File: src/rtl/pc_pkg.sv
// Shared types and constants for the program-counter stage.
package pc_pkg;

    localparam int unsigned PC_STEP          = 4;
    localparam logic [31:0] PC_RESET_DEFAULT = 32'h0040_0000;

    typedef enum logic [1:0] {
        SEL_SEQ,
        SEL_BRANCH,
        SEL_JUMP,
        SEL_JREG
    } pc_sel_t;

    typedef enum logic {
        RUN,
        HOLD
    } pc_state_t;

endpackage

File: src/rtl/next_pc_select.sv
// Combinational priority mux for the next PC: JR > J > branch > sequential.
module next_pc_select
    import pc_pkg::*;
#(
    parameter int unsigned NBits = 32
) (
    input  logic [NBits-1:0] pc_plus4_i,
    input  logic             jump_i,
    input  logic [NBits-1:0] jump_target_i,
    input  logic             jump_reg_i,
    input  logic [NBits-1:0] jump_reg_target_i,
    input  logic             branch_taken_i,
    input  logic [NBits-1:0] branch_target_i,
    output logic [NBits-1:0] target_o,
    output logic             redirect_o,
    output pc_sel_t          sel_o
);

    always_comb begin
        sel_o = SEL_SEQ;
        if (jump_reg_i) begin
            sel_o = SEL_JREG;
        end else if (jump_i) begin
            sel_o = SEL_JUMP;
        end else if (branch_taken_i) begin
            sel_o = SEL_BRANCH;
        end
    end

    always_comb begin
        target_o = pc_plus4_i;
        unique case (sel_o)
            SEL_SEQ:    target_o = pc_plus4_i;
            SEL_BRANCH: target_o = branch_target_i;
            SEL_JUMP:   target_o = jump_target_i;
            SEL_JREG:   target_o = jump_reg_target_i;
            default:    target_o = pc_plus4_i;
        endcase
    end

    assign redirect_o = (sel_o != SEL_SEQ);

endmodule

File: src/rtl/pc_sequencer.sv
// PC register with stall hold, deferred redirects and a one-cycle flush pulse.
// Optional target alignment and Misaligned_o when PC_ALIGN_CHECK_EN is defined.
module pc_sequencer
    import pc_pkg::*;
#(
    parameter int unsigned      NBits    = 32,
    parameter logic [NBits-1:0] PC_RESET = PC_RESET_DEFAULT
) (
    input  logic             clk,
    input  logic             reset,
    input  logic             Stall_i,
    input  logic             Jump_i,
    input  logic [NBits-1:0] JumpTarget_i,
    input  logic             JumpReg_i,
    input  logic [NBits-1:0] JumpRegTarget_i,
    input  logic             BranchTaken_i,
    input  logic [NBits-1:0] BranchTarget_i,
    output logic [NBits-1:0] PC_o,
    output logic [NBits-1:0] PCPlus4_o,
    output logic             Flush_o,
`ifdef PC_ALIGN_CHECK_EN
    output logic             Misaligned_o,
`endif
    output logic             RedirectPending_o
);

    pc_state_t        state_q, state_d;
    logic [NBits-1:0] pc_q, pc_d;
    logic [NBits-1:0] pend_q, pend_d;
    logic             flush_q, flush_d;
    logic [NBits-1:0] sel_target;
    logic             redirect;
    pc_sel_t          sel;
    logic [NBits-1:0] load_tgt;

    assign PCPlus4_o = pc_q + NBits'(PC_STEP);

    next_pc_select #(
        .NBits(NBits)
    ) u_next_pc_select (
        .pc_plus4_i        (PCPlus4_o),
        .jump_i            (Jump_i),
        .jump_target_i     (JumpTarget_i),
        .jump_reg_i        (JumpReg_i),
        .jump_reg_target_i (JumpRegTarget_i),
        .branch_taken_i    (BranchTaken_i),
        .branch_target_i   (BranchTarget_i),
        .target_o          (sel_target),
        .redirect_o        (redirect),
        .sel_o             (sel)
    );

    always_comb begin
        state_d  = state_q;
        pend_d   = pend_q;
        flush_d  = 1'b0;
        load_tgt = pc_q;
        unique case (state_q)
            RUN: begin
                if (!Stall_i) begin
                    load_tgt = sel_target;
                    flush_d  = redirect;
                end else if (redirect) begin
                    pend_d  = sel_target;
                    state_d = HOLD;
                end
            end
            HOLD: begin
                if (Stall_i) begin
                    // Latest redirect seen during the stall wins.
                    if (redirect) pend_d = sel_target;
                end else begin
                    load_tgt = redirect ? sel_target : pend_q;
                    flush_d  = 1'b1;
                    pend_d   = '0;
                    state_d  = RUN;
                end
            end
            default: state_d = RUN;
        endcase
    end

`ifdef PC_ALIGN_CHECK_EN
    logic mis_q, mis_d;

    assign pc_d         = {load_tgt[NBits-1:2], 2'b00};
    assign mis_d        = flush_d & (|load_tgt[1:0]);
    assign Misaligned_o = mis_q;

    always_ff @(posedge clk or negedge reset) begin
        if (!reset) mis_q <= 1'b0;
        else        mis_q <= mis_d;
    end
`else
    assign pc_d = load_tgt;
`endif

    always_ff @(posedge clk or negedge reset) begin
        if (!reset) begin
            state_q <= RUN;
            pc_q    <= PC_RESET;
            pend_q  <= '0;
            flush_q <= 1'b0;
        end else begin
            state_q <= state_d;
            pc_q    <= pc_d;
            pend_q  <= pend_d;
            flush_q <= flush_d;
        end
    end

    assign PC_o              = pc_q;
    assign Flush_o           = flush_q;
    assign RedirectPending_o = (state_q == HOLD);

endmodule

File: config.mk
export PLATFORM = sky130hd
export DESIGN_NAME = pc_sequencer
export DESIGN_NICKNAME = d
export VERILOG_FILES = /design/src/rtl/pc_pkg.sv /design/src/rtl/next_pc_select.sv /design/src/rtl/pc_sequencer.sv
export SDC_FILE = /design/constraint.sdc
export NUM_CORES = 1
export LEC_CHECK = 0
export BUFFER_PORTS_ARGS = -buffer_cell sky130_fd_sc_hd__buf_2
export CORE_ASPECT_RATIO = 1.2
export CORE_UTILIZATION = 44
export DETAILED_ROUTE_END_ITERATION = 7
export PLACE_DENSITY = 0.72
export REMOVE_ABC_BUFFERS = 1
export SYNTH_ARGS = -nofsm -noshare
export SYNTH_HDL_FRONTEND = slang
export SYNTH_SLANG_ARGS = --single-unit
File: constraint.sdc
create_clock -name clk -period 2.2 [get_ports clk]
set_input_delay 0.44 -clock clk [delete_from_list [all_inputs] [get_ports clk]]
set_output_delay 0.44 -clock clk [all_outputs]
set_load 0.02 [all_outputs]
==> impl_metrics.csv <==
group,metric,value,unit
sta,min_period,2.71,ns
yosys,synth.avg_cell_area,7.97,um2
floorplanning,design.core.area,9660,um2
yosys,synthArstFlopShare,100,%
clocking,clock-sinks,66,
floorplanning,initial_core_util,45.9,%
floorplanning,fp-row-count,39,
clocking,clock_path_buffers,2,
global_routing,grt_usage,31.5,%
global_routing,grt_max_degree,43,
place,io_buffers,167,
critical_path,crit_required,1.76,ns
detailed_routing,wire_per_inst,19.1,um
power_and_ir_drop,ir_drop,0.000458,V
sta,rsz0062_at_grt,"true",
floorplanning,die_h,112,um
sta,timing.final.ws_setup,-0.506,ns
cells_and_area,antenna_cells,0,
sta,final_hold_viol_count,0,
power_and_ir_drop,p_total,4380,uW
sta,finClkSkew,0.00357,ns
cells_and_area,final_core_util,70.6,%
yosys,synthTopCellsByArea,"dfrtp_1 (37%), o21ai_0 (7.3%), nand2_1 (6.9%)",
yosys,seq_area_frac_synth,37.2,%
floorplanning,ioPinCount,168,
critical_path,start_kind,"register",
status,run_status,"complete, but fails checks",
detailed_routing,drt_iter0_markers,632,
sta,slew_headroom,58.1,%
floorplanning,die-area,10500,um2
sta,setup_viol,25,
hold_path,min-delay-path-class,"in -> async",
yosys,synthCells,557,
global_routing,grt-ovfl-total,0,
yosys,synthFlopType,"dfrtp_1",
yosys,synth_top_cell_by_area,"dfrtp_1",
yosys,post-synth-top-count-cell,"nand2_1",
detailed_routing,first_pass_iters,5,
sta,tns,-7.30,ns
clocking,htree_levels,3,
sta,min_period_over_period,123,%
sta,slew_viol_final,0,
cells_and_area,stdcell_count,920,
clocking,cts-buffers-inserted,9,
detailed_routing,vias_per_cell,6.19,
cells_and_area,fillers,734,
critical_path,cp_max_fo,5,
yosys,netlist_area,4440,um2
detailed_routing,drtAntennaViolNets,0,
sta,tightest_slew,0.629,ns
place,dpl.hpwl,11.4,mm
yosys,synth_top_cells_by_count,"nand2_1 (81), dfrtp_1 (65), o21ai_0 (65)",
detailed_routing,drcViolationCount,0,
yosys,synth_seq_cells,66,
yosys,synth-edff-count,0,
critical_path,timing.rr.start,"PC_o[15]",
clocking,worstSkewPairLatency,0.33,ns
detailed_routing,drt-total-wl,17.5,mm
clocking,cts_root_buf,"clkbuf_16",
clocking,cts_tree,"done",
power_and_ir_drop,power_density,643,nW/um2
floorplanning,die_x,93.7,um
global_routing,grt_pass1_vias,5197,
critical_path,endpoint_kind,"output port",
global_routing,grt_pass1_wl,25.7,mm
critical_path,critPathKind,"reg -> out",
yosys,synth_top_cell_area_share,36.7,%
cells_and_area,syn_to_final_growth,53.6,%
cells_and_area,num-nets-final,895,
global_routing,antenna_found_initial,0,
place,dpl_cell_area,5850,um2
detailed_routing,vias,5694,
yosys,synth_cell_types,60,
flow_run,maxCapViolCount,0,
critical_path,cp.arrival,2.27,ns
sta,max_freq,370,MHz
power_and_ir_drop,p_leak,0.00319,uW
place,gp_congestion,0.873,
status,violations,"setup timing",
critical_path,setup.worst_path.start,"PC_o[2]",
cells_and_area,layout-drive-gt1-share,43.4,%
yosys,ys_warn_count,0,
clocking,clk_pin_slew_worst_paths,0.06,ns
place,placedCellCount,877,
cells_and_area,fin_area,6820,um2
clocking,holdBufCountCts,0,
==> what timing repair did <==
action | CTS | global route
endpoints found under the setup margin | 23 | 27
resized for setup | 59 | 48
setup buffers | 15 | 19
pin swaps | 21 | 27
==> final timing paths <==
check | cells after the start | slack, ns | endpoint
worst min register to register | 2 | 0.48 | pend_q[1]
min in group clk | 2 | 0.48 | pend_q[1]
worst min-delay path | 1 | 0.13 | pend_q[25]
worst max register to register | 10 | -0.08 | PC_o[22]
max in group asynchronous | 2 | 1.42 | pend_q[2]
worst max-delay path | 10 | -0.51 | PCPlus4_o[20]
==> metrics by stage <==
stage,hold WS [ns],setup WS [ns]
2_1_floorplan,0.144,-1.54
3_3_place_gp,0.464,-0.103
3_5_place_dp,0.474,-0.163
4_1_cts,0.141,-0.441
5_1_grt,0.184,-0.552
6_report,0.129,-0.506
==> cell usage in the layout (no fill, tap or decap), drive strengths merged, types with 11 or more instances in the layout <==
cell   Yosys  final
nand4     13     13
nand2     81     81
a21oi     49     49
o21ai     65     65
a22oi     12     12
buf        8    275
dfrtp     65     65
inv       12     11
nor2      25     25
o22ai     19     19
xnor2     22     22
nand3     17     17
==> critical path, cell delays in order, from the launching register on <==
cell and delay, ns:
dfrtp_1 0.40, buf_6 0.13, ha_4 0.14, nand3_4 0.07
buf_6 0.12, buf_6 0.12, nor3_4 0.20, buf_6 0.17
nand4_1 0.14, xnor2_1 0.25, buf_4 0.19
==> layout make-up <==
cell class	count	area (um2)	area share, %
clock buffers	9	225	3.30
clock inverters	7	70.1	1.03
inverters	12	48.8	0.716
multi-input cells	428	2860	42.0
flip-flops and latches	66	1650	24.2
well taps	123	154	2.26
repair buffers	275	1800	26.5
==> where the power goes <==
group | internal, uW | switching (uW) | total (uW)
registers | 1350 | 109 | 1460
logic | 639 | 848 | 1490
clock network | 874 | 556 | 1430
==> cell families (layout without fill, tap and decap cells) <==
family	Yosys count	after routing	share of synthesized area, %
compound gates	202	202	28.7
xor+xnor	28	28	5.53
fa+ha+maj	1	1	0.282
buf+inv	63	303	5.69
flops	66	66	37.2
mux	3	3	0.677
simple gates	194	194	21.9
==> sequential cells by signal, summed over array words and instances (netlist names) <==
signal	flops
PC_o	32
pend_q	32
Flush_o	1
RedirectPending_o	1
==> per-layer routing <==
metal  GRT usage, %  routed length (um)
met5              0                   0
met3           3.52                1550
met1           39.6                6430
met4           16.2                 754
met2           53.2                8810
(Power assumes the default switching activity.)
